==> src/rtl/alu_seq.sv <==
// alu_seq: sequential ALU with valid/ready handshakes on input and output,
// registered result and status flags, and a multi-cycle shifter.
// Op codes follow the MIPS funct encoding of the earlier combinational ALU.
// Optional build macro: ALU_SEQ_FAST_SHIFT_EN selects a single-cycle barrel
// shifter instead of the one-bit-per-cycle iterative shifter.
module alu_seq #(
    parameter int NB_DATA  = 8,
    parameter int NB_CODE  = 6,
    parameter int NB_SHAMT = 4
) (
    input  logic               clk,
    input  logic               reset,
    input  logic               in_valid,
    output logic               in_ready,
    input  logic [NB_DATA-1:0] dato1,
    input  logic [NB_DATA-1:0] dato2,
    input  logic [NB_CODE-1:0] op_code,
    output logic               out_valid,
    input  logic               out_ready,
    output logic [NB_DATA-1:0] salida,
    output logic               zero,
    output logic               carry,
    output logic               overflow,
    output logic               op_err
);

    localparam int MSB = NB_DATA - 1;

    localparam logic [NB_CODE-1:0] OP_ADD = NB_CODE'(6'b100000);
    localparam logic [NB_CODE-1:0] OP_SUB = NB_CODE'(6'b100010);
    localparam logic [NB_CODE-1:0] OP_AND = NB_CODE'(6'b100100);
    localparam logic [NB_CODE-1:0] OP_OR  = NB_CODE'(6'b100101);
    localparam logic [NB_CODE-1:0] OP_XOR = NB_CODE'(6'b100110);
    localparam logic [NB_CODE-1:0] OP_NOR = NB_CODE'(6'b100111);
    localparam logic [NB_CODE-1:0] OP_SRA = NB_CODE'(6'b000011);
    localparam logic [NB_CODE-1:0] OP_SRL = NB_CODE'(6'b000010);

    // Shift amounts at or above the data width saturate to this value
    localparam logic [NB_DATA-1:0] SHIFT_LIMIT = NB_DATA'(NB_DATA);
`ifndef ALU_SEQ_FAST_SHIFT_EN
    localparam logic [NB_SHAMT-1:0] SHAMT_MAX = NB_SHAMT'(NB_DATA);
`endif

    typedef enum logic [1:0] {
        S_IDLE,
        S_EXEC,
        S_DONE
    } state_t;

    state_t               state_q, state_d;
    logic [NB_DATA-1:0]   a_q, a_d;
    logic [NB_DATA-1:0]   b_q, b_d;
    logic [NB_CODE-1:0]   op_q, op_d;
    logic [NB_SHAMT-1:0]  cnt_q, cnt_d;
    logic [NB_DATA-1:0]   salida_q, salida_d;
    logic                 zero_q, zero_d;
    logic                 carry_q, carry_d;
    logic                 overflow_q, overflow_d;
    logic                 op_err_q, op_err_d;

    logic [NB_SHAMT-1:0]  load_cnt;
    logic [NB_DATA-1:0]   shift_one;
    logic [NB_DATA:0]     sum_ext;
    logic [NB_DATA:0]     diff_ext;
    logic [NB_DATA-1:0]   res_val;
    logic                 res_carry;
    logic                 res_ovf;
    logic                 res_err;

    // Number of single-bit shift steps to run for the operation being accepted
    always_comb begin
        load_cnt = '0;
`ifndef ALU_SEQ_FAST_SHIFT_EN
        if (op_code == OP_SRA || op_code == OP_SRL) begin
            if (dato2 >= SHIFT_LIMIT) begin
                load_cnt = SHAMT_MAX;
            end else begin
                load_cnt = dato2[NB_SHAMT-1:0];
            end
        end
`endif
    end

    // One-bit shift step of the accumulator: SRA refills with the sign bit
    always_comb begin
        shift_one = {1'b0, a_q[MSB:1]};
        if (op_q == OP_SRA) begin
            shift_one = {a_q[MSB], a_q[MSB:1]};
        end
    end

    // Final result and flags from the captured operands (and shifted accumulator)
    always_comb begin
        sum_ext   = {1'b0, a_q} + {1'b0, b_q};
        diff_ext  = {1'b0, a_q} - {1'b0, b_q};
        res_val   = '0;
        res_carry = 1'b0;
        res_ovf   = 1'b0;
        res_err   = 1'b0;
        case (op_q)
            OP_ADD: begin
                res_val   = sum_ext[MSB:0];
                res_carry = sum_ext[NB_DATA];
                res_ovf   = (a_q[MSB] == b_q[MSB]) && (sum_ext[MSB] != a_q[MSB]);
            end
            OP_SUB: begin
                res_val   = diff_ext[MSB:0];
                res_carry = diff_ext[NB_DATA];
                res_ovf   = (a_q[MSB] != b_q[MSB]) && (diff_ext[MSB] != a_q[MSB]);
            end
            OP_AND: res_val = a_q & b_q;
            OP_OR:  res_val = a_q | b_q;
            OP_XOR: res_val = a_q ^ b_q;
            OP_NOR: res_val = ~(a_q | b_q);
`ifdef ALU_SEQ_FAST_SHIFT_EN
            OP_SRL: begin
                if (b_q >= SHIFT_LIMIT) begin
                    res_val = '0;
                end else begin
                    res_val = a_q >> b_q;
                end
            end
            OP_SRA: begin
                if (b_q >= SHIFT_LIMIT) begin
                    res_val = {NB_DATA{a_q[MSB]}};
                end else begin
                    res_val = $signed(a_q) >>> b_q;
                end
            end
`else
            OP_SRL: res_val = a_q;
            OP_SRA: res_val = a_q;
`endif
            default: begin
                res_val = '0;
                res_err = 1'b1;
            end
        endcase
    end

    // Next-state and datapath update for the IDLE / EXEC / DONE sequence
    always_comb begin
        state_d    = state_q;
        a_d        = a_q;
        b_d        = b_q;
        op_d       = op_q;
        cnt_d      = cnt_q;
        salida_d   = salida_q;
        zero_d     = zero_q;
        carry_d    = carry_q;
        overflow_d = overflow_q;
        op_err_d   = op_err_q;
        case (state_q)
            S_IDLE: begin
                if (in_valid) begin
                    a_d     = dato1;
                    b_d     = dato2;
                    op_d    = op_code;
                    cnt_d   = load_cnt;
                    state_d = S_EXEC;
                end
            end
            S_EXEC: begin
                if (cnt_q != '0) begin
                    a_d   = shift_one;
                    cnt_d = cnt_q - NB_SHAMT'(1);
                end else begin
                    salida_d   = res_val;
                    zero_d     = !res_err && (res_val == '0);
                    carry_d    = res_carry;
                    overflow_d = res_ovf;
                    op_err_d   = res_err;
                    state_d    = S_DONE;
                end
            end
            S_DONE: begin
                if (out_ready) begin
                    state_d = S_IDLE;
                end
            end
            default: state_d = S_IDLE;
        endcase
    end

    // State and datapath registers; reset aborts any operation in flight
    always_ff @(posedge clk) begin
        if (reset) begin
            state_q    <= S_IDLE;
            a_q        <= '0;
            b_q        <= '0;
            op_q       <= '0;
            cnt_q      <= '0;
            salida_q   <= '0;
            zero_q     <= 1'b0;
            carry_q    <= 1'b0;
            overflow_q <= 1'b0;
            op_err_q   <= 1'b0;
        end else begin
            state_q    <= state_d;
            a_q        <= a_d;
            b_q        <= b_d;
            op_q       <= op_d;
            cnt_q      <= cnt_d;
            salida_q   <= salida_d;
            zero_q     <= zero_d;
            carry_q    <= carry_d;
            overflow_q <= overflow_d;
            op_err_q   <= op_err_d;
        end
    end

    assign in_ready  = (state_q == S_IDLE);
    assign out_valid = (state_q == S_DONE);
    assign salida    = salida_q;
    assign zero      = zero_q;
    assign carry     = carry_q;
    assign overflow  = overflow_q;
    assign op_err    = op_err_q;

endmodule

==> config.mk <==
export PLATFORM = sky130hd
export DESIGN_NAME = alu_seq
export DESIGN_NICKNAME = d
export VERILOG_FILES = /design/src/rtl/alu_seq.sv
export SDC_FILE = /design/constraint.sdc
export NUM_CORES = 1
export LEC_CHECK = 0
export CAP_MARGIN = 20
export CORE_MARGIN = 4
export CORE_UTILIZATION = 56
export DETAILED_ROUTE_END_ITERATION = 8
export PLACE_DENSITY = 0.81
export RECOVER_POWER = 50
export SETUP_SLACK_MARGIN = 0.1
export SYNTH_ARGS = -nofsm -noshare
export SYNTH_HDL_FRONTEND = slang
export SYNTH_SLANG_ARGS = --single-unit
==> constraint.sdc <==
create_clock -name clk -period 2.8 [get_ports clk]
set_input_delay 0.7 -clock clk [delete_from_list [all_inputs] [get_ports clk]]
set_output_delay 0.7 -clock clk [all_outputs]
set_load 0.03 [all_outputs]
==> results of run 1 <==
==> registers in the layout, indices dropped and copies added (netlist names) <==
register,flops
op_q,6
salida,8
op_err,1
state_q,2
zero,1
carry,1
cnt_q,4
b_q,8
a_q,8
overflow,1
==> kinds of logic (layout without fill, tap and decap cells) <==
family / after synthesis / count (layout)
adder cells (fa/ha/maj): 27 / 27
flip-flops: 40 / 40
multiplexers: 5 / 5
XOR/XNOR: 15 / 15
AO/OA/AOI/OAI: 96 / 96
AND/OR/NAND/NOR: 150 / 150
buffers and inverters: 46 / 77
==> synth_stat cells (3+ instances only) <==
cell	count	area (sq um)
a211oi_1	7	52.6
a21oi_1	28	140
a22o_1	3	26.3
a22oi_1	7	52.6
a311oi_1	7	61.3
a32oi_1	3	26.3
buf_2	5	25.0
buf_6	3	33.8
clkbuf_1	15	56.3
dfxtp_1	40	801
ha_1	25	313
inv_1	20	75.1
mux2i_1	4	40.0
nand2_1	52	195
nand2b_1	4	25.0
nand3_1	8	40.0
nand4_1	3	18.8
nor2_1	43	161
nor2b_1	10	62.6
nor3_1	13	65.1
nor3b_1	3	22.5
o21ai_0	12	60.1
o311ai_0	3	26.3
o31ai_1	3	22.5
or3_1	3	18.8
xnor2_1	10	87.6
xor2_1	5	43.8
==> metal layers <==
layer | up-vias | routed length (um) | part of all wire [%]
met5 | - | 0 | 0
met2 | 92 | 3590 | 47
met3 | 9 | 523 | 6.9
met1 | 1280 | 3400 | 45
met4 | 0 | 108 | 1.4
li1 | 1385 | - | -
==> worst max-delay path: cells and delay by family (launching register included) <==
kind            cells  cell delay (ns)
buf+inv             1             0.13
compound gates      4             0.91
simple gates        1             0.23
fa+ha+maj           1             0.35
xor+xnor            1             0.16
flops               1             0.46
mux                 1             0.15
==> final cells by class <==
cell class              instances  area [sq um]
multi-input cells             293          1920
fillers                       448          1620
flip-flops and latches         40           801
repair buffers                 49           478
well taps                      70          87.6
clock buffers                   6          82.6
inverters                      20          75.1
clock inverters                 2          38.8
==> path summary, 6_finish.rpt <==
kind | depth (start not counted) | end | start
max | 9 | salida[7]$_SDFFE_PP0P_ | a_q[1]$_SDFFE_PP0P_
min | 2 | overflow$_SDFFE_PP0P_ | overflow$_SDFFE_PP0P_
max reg2reg | 9 | salida[7]$_SDFFE_PP0P_ | a_q[1]$_SDFFE_PP0P_
min reg2reg | 2 | overflow$_SDFFE_PP0P_ | overflow$_SDFFE_PP0P_
==> cell usage in the layout, fill, tap and decap left out, drive strengths merged, types with 4 or more instances in the layout <==
cell	Yosys	routed
a22oi	8	8
nor2	43	43
nor3	14	14
clkdlybuf4s50	0	30
a311oi	7	7
nand2b	4	4
mux2i	4	4
o21ai	14	14
xnor2	10	10
xor2	5	5
nor2b	11	11
a21oi	28	28
a211oi	8	8
dlygate4sd3	0	9
dfxtp	40	40
clkbuf	15	6
buf	11	10
ha	25	25
inv	20	20
nand2	52	52
nand3	8	8
==> where the power goes <==
part	internal, mW	total, mW	switching [mW]
Sequential	0.630	0.703	0.0734
Combinational	0.313	0.725	0.412
Clock	0.292	0.511	0.219
Total	1.23	1.94	0.705
==> timing repair <==
action,in CTS,in global routing
gates resized for setup,0,1
endpoints found under the setup margin,0,2
hold endpoints to repair,0,0
==> flow_summary_export.csv, run 1 <==
group,metric,value,unit
worst_setup_path,worstSetupPathType,"flip-flop to flip-flop",
worst_setup_path,cp-start-kind,"flip-flop",
worst_setup_path,path_cells,"inv_1 -> ha_1 -> a21o_1 -> and4_1 -> o31ai_1 -> mux2i_1 -> xor2_1 -> a21oi_1 -> a211oi_1",
grt,grt_util_met1,33.4,%
synthesis,ys_types,60,
layout,area_growth,18.6,%
sta,worst_pin_slew,1.03,ns
grt,grt_usage,25.6,%
floorplanning,core-area,5110,sq um
clock_tree,cts_setup_buffers,0,
floorplanning,pin_count,40,
grt,grt_max_degree,36,
job,maxCapViolations,0,
grt,antenna_found_initial,0,
placed_design,hpwl,5.89,mm
route,drc,0,
layout,drive_gt1_share,7.07,%
pwr,peakVddDrop,392,uV
floorplanning,dieWidth,80.4,um
pwr,powerDensity,556,nW/um^2
synthesis,synthesis.instances,379,
clock_tree,cts_buffers,5,
worst_setup_path,critPathArrivalTime,2.68,ns
layout,fin_nets,462,
placed_design,dp.cells,472,
pwr,power,1.94,mW
route,antenna_left,0,
placed_design,portBuffers,39,
synthesis,muxShareOfSynthArea,1.75,%
synthesis,syn_avg_cell_area,7.75,sq um
clock_tree,cts_hold_buf,0,
sta,fin_skew,0.0156,ns
route,routedWlPerCell,15.9,um
floorplanning,die_area,6470,sq um
clock_tree,clk-insertion-delay-late,0.30,ns
synthesis,yosys.area_share.simple,24.1,%
sta,hold_viol,0,
sta,setup_slack,0.296,ns
layout,fin_area,3490,sq um
layout,final_cells,480,
grt,grt.overflow.total,0,
grt,use_met3,5.49,%
sta,slew_headroom,30.3,%
worst_setup_path,cp_slowest_cell,"dfxtp_1",
floorplanning,placementRows,26,
grt,grt_use_met2,42.3,%
run_status,status,"complete, no violations",
synthesis,yosys_register_bits,40,
grt,grt.busiest_layer,"met2",
synthesis,synth_fp_nets,432,
worst_setup_path,crit_path_max_incr_delay,0.46,ns
route,vias,2766,
synthesis,synth_top_family_by_area,"simple AND/OR/NAND/NOR gates",
worst_hold_path,min_path_type,"flip-flop to flip-flop",
sta,max_freq,399,MHz
worst_setup_path,cp-end-kind,"flip-flop",
clock_tree,clk_pin_slew,0.09,ns
worst_setup_path,rrSetupSlack,0.30,ns
placed_design,dpl_cell_area,3360,sq um
grt,grt_pass1_vias,2592,
synthesis,synthXorXnorAreaFrac,4.47,%
sta,min_period,2.50,ns
worst_setup_path,required,2.98,ns
worst_setup_path,path_max_fanout,7,
layout,insertedDiodeCount,0,
route,first_iter_violations,194,
route,dr.pass1.iters,6,
clock_tree,clockRootBuffer,"clkbuf_8",
synthesis,async_flop_share,0,%
synthesis,synth_compound_area_share,22.9,%
clock_tree,htreeDepth,2,
synthesis,netlist_area,2940,sq um
sta,holdWs,0.474,ns
route,via_per_inst,5.76,
clock_tree,cts_buffer_depth,2,
sta,rsz0062_at_grt,"no",
route,routed_wl,7.62,mm
grt,grt_pass1_wl,12.9,mm
clock_tree,cts_tree,"done",
sta,maxSlewViolCount,0,
synthesis,synth_edf_count,0,
sta,tns,0,ns
layout,finish.utilization,68.3,%
synthesis,synth-main-ff-cell,"dfxtp_1",
placed_design,routabilityCongestion,0.955,
synthesis,synthAdderAreaFrac,12.0,%
sta,finalSetupViolations,0,
placed_design,pre_cts_ws,0.285,ns
floorplanning,fp.dieH,80.4,um
clock_tree,clkSinkCount,40,
synthesis,ys_warn_count,0,
sta,period_share,89.4,%
pwr,p_leak,1.35,nW
floorplanning,start_util,57.5,%
synthesis,seq_area_frac_synth,27.2,%
(Power assumes the default switching activity.)
==> run 2: changes to the inputs <==
--- a/config.mk
+++ b/config.mk
@@ -12,6 +12,7 @@
 export PLACE_DENSITY = 0.81
 export RECOVER_POWER = 50
 export SETUP_SLACK_MARGIN = 0.1
+export SLEW_MARGIN = 20
 export SYNTH_ARGS = -nofsm -noshare
 export SYNTH_HDL_FRONTEND = slang
 export SYNTH_SLANG_ARGS = --single-unit
==> results of run 2 <==
The final DEF is identical to that of run 1; final timing and power are the same.
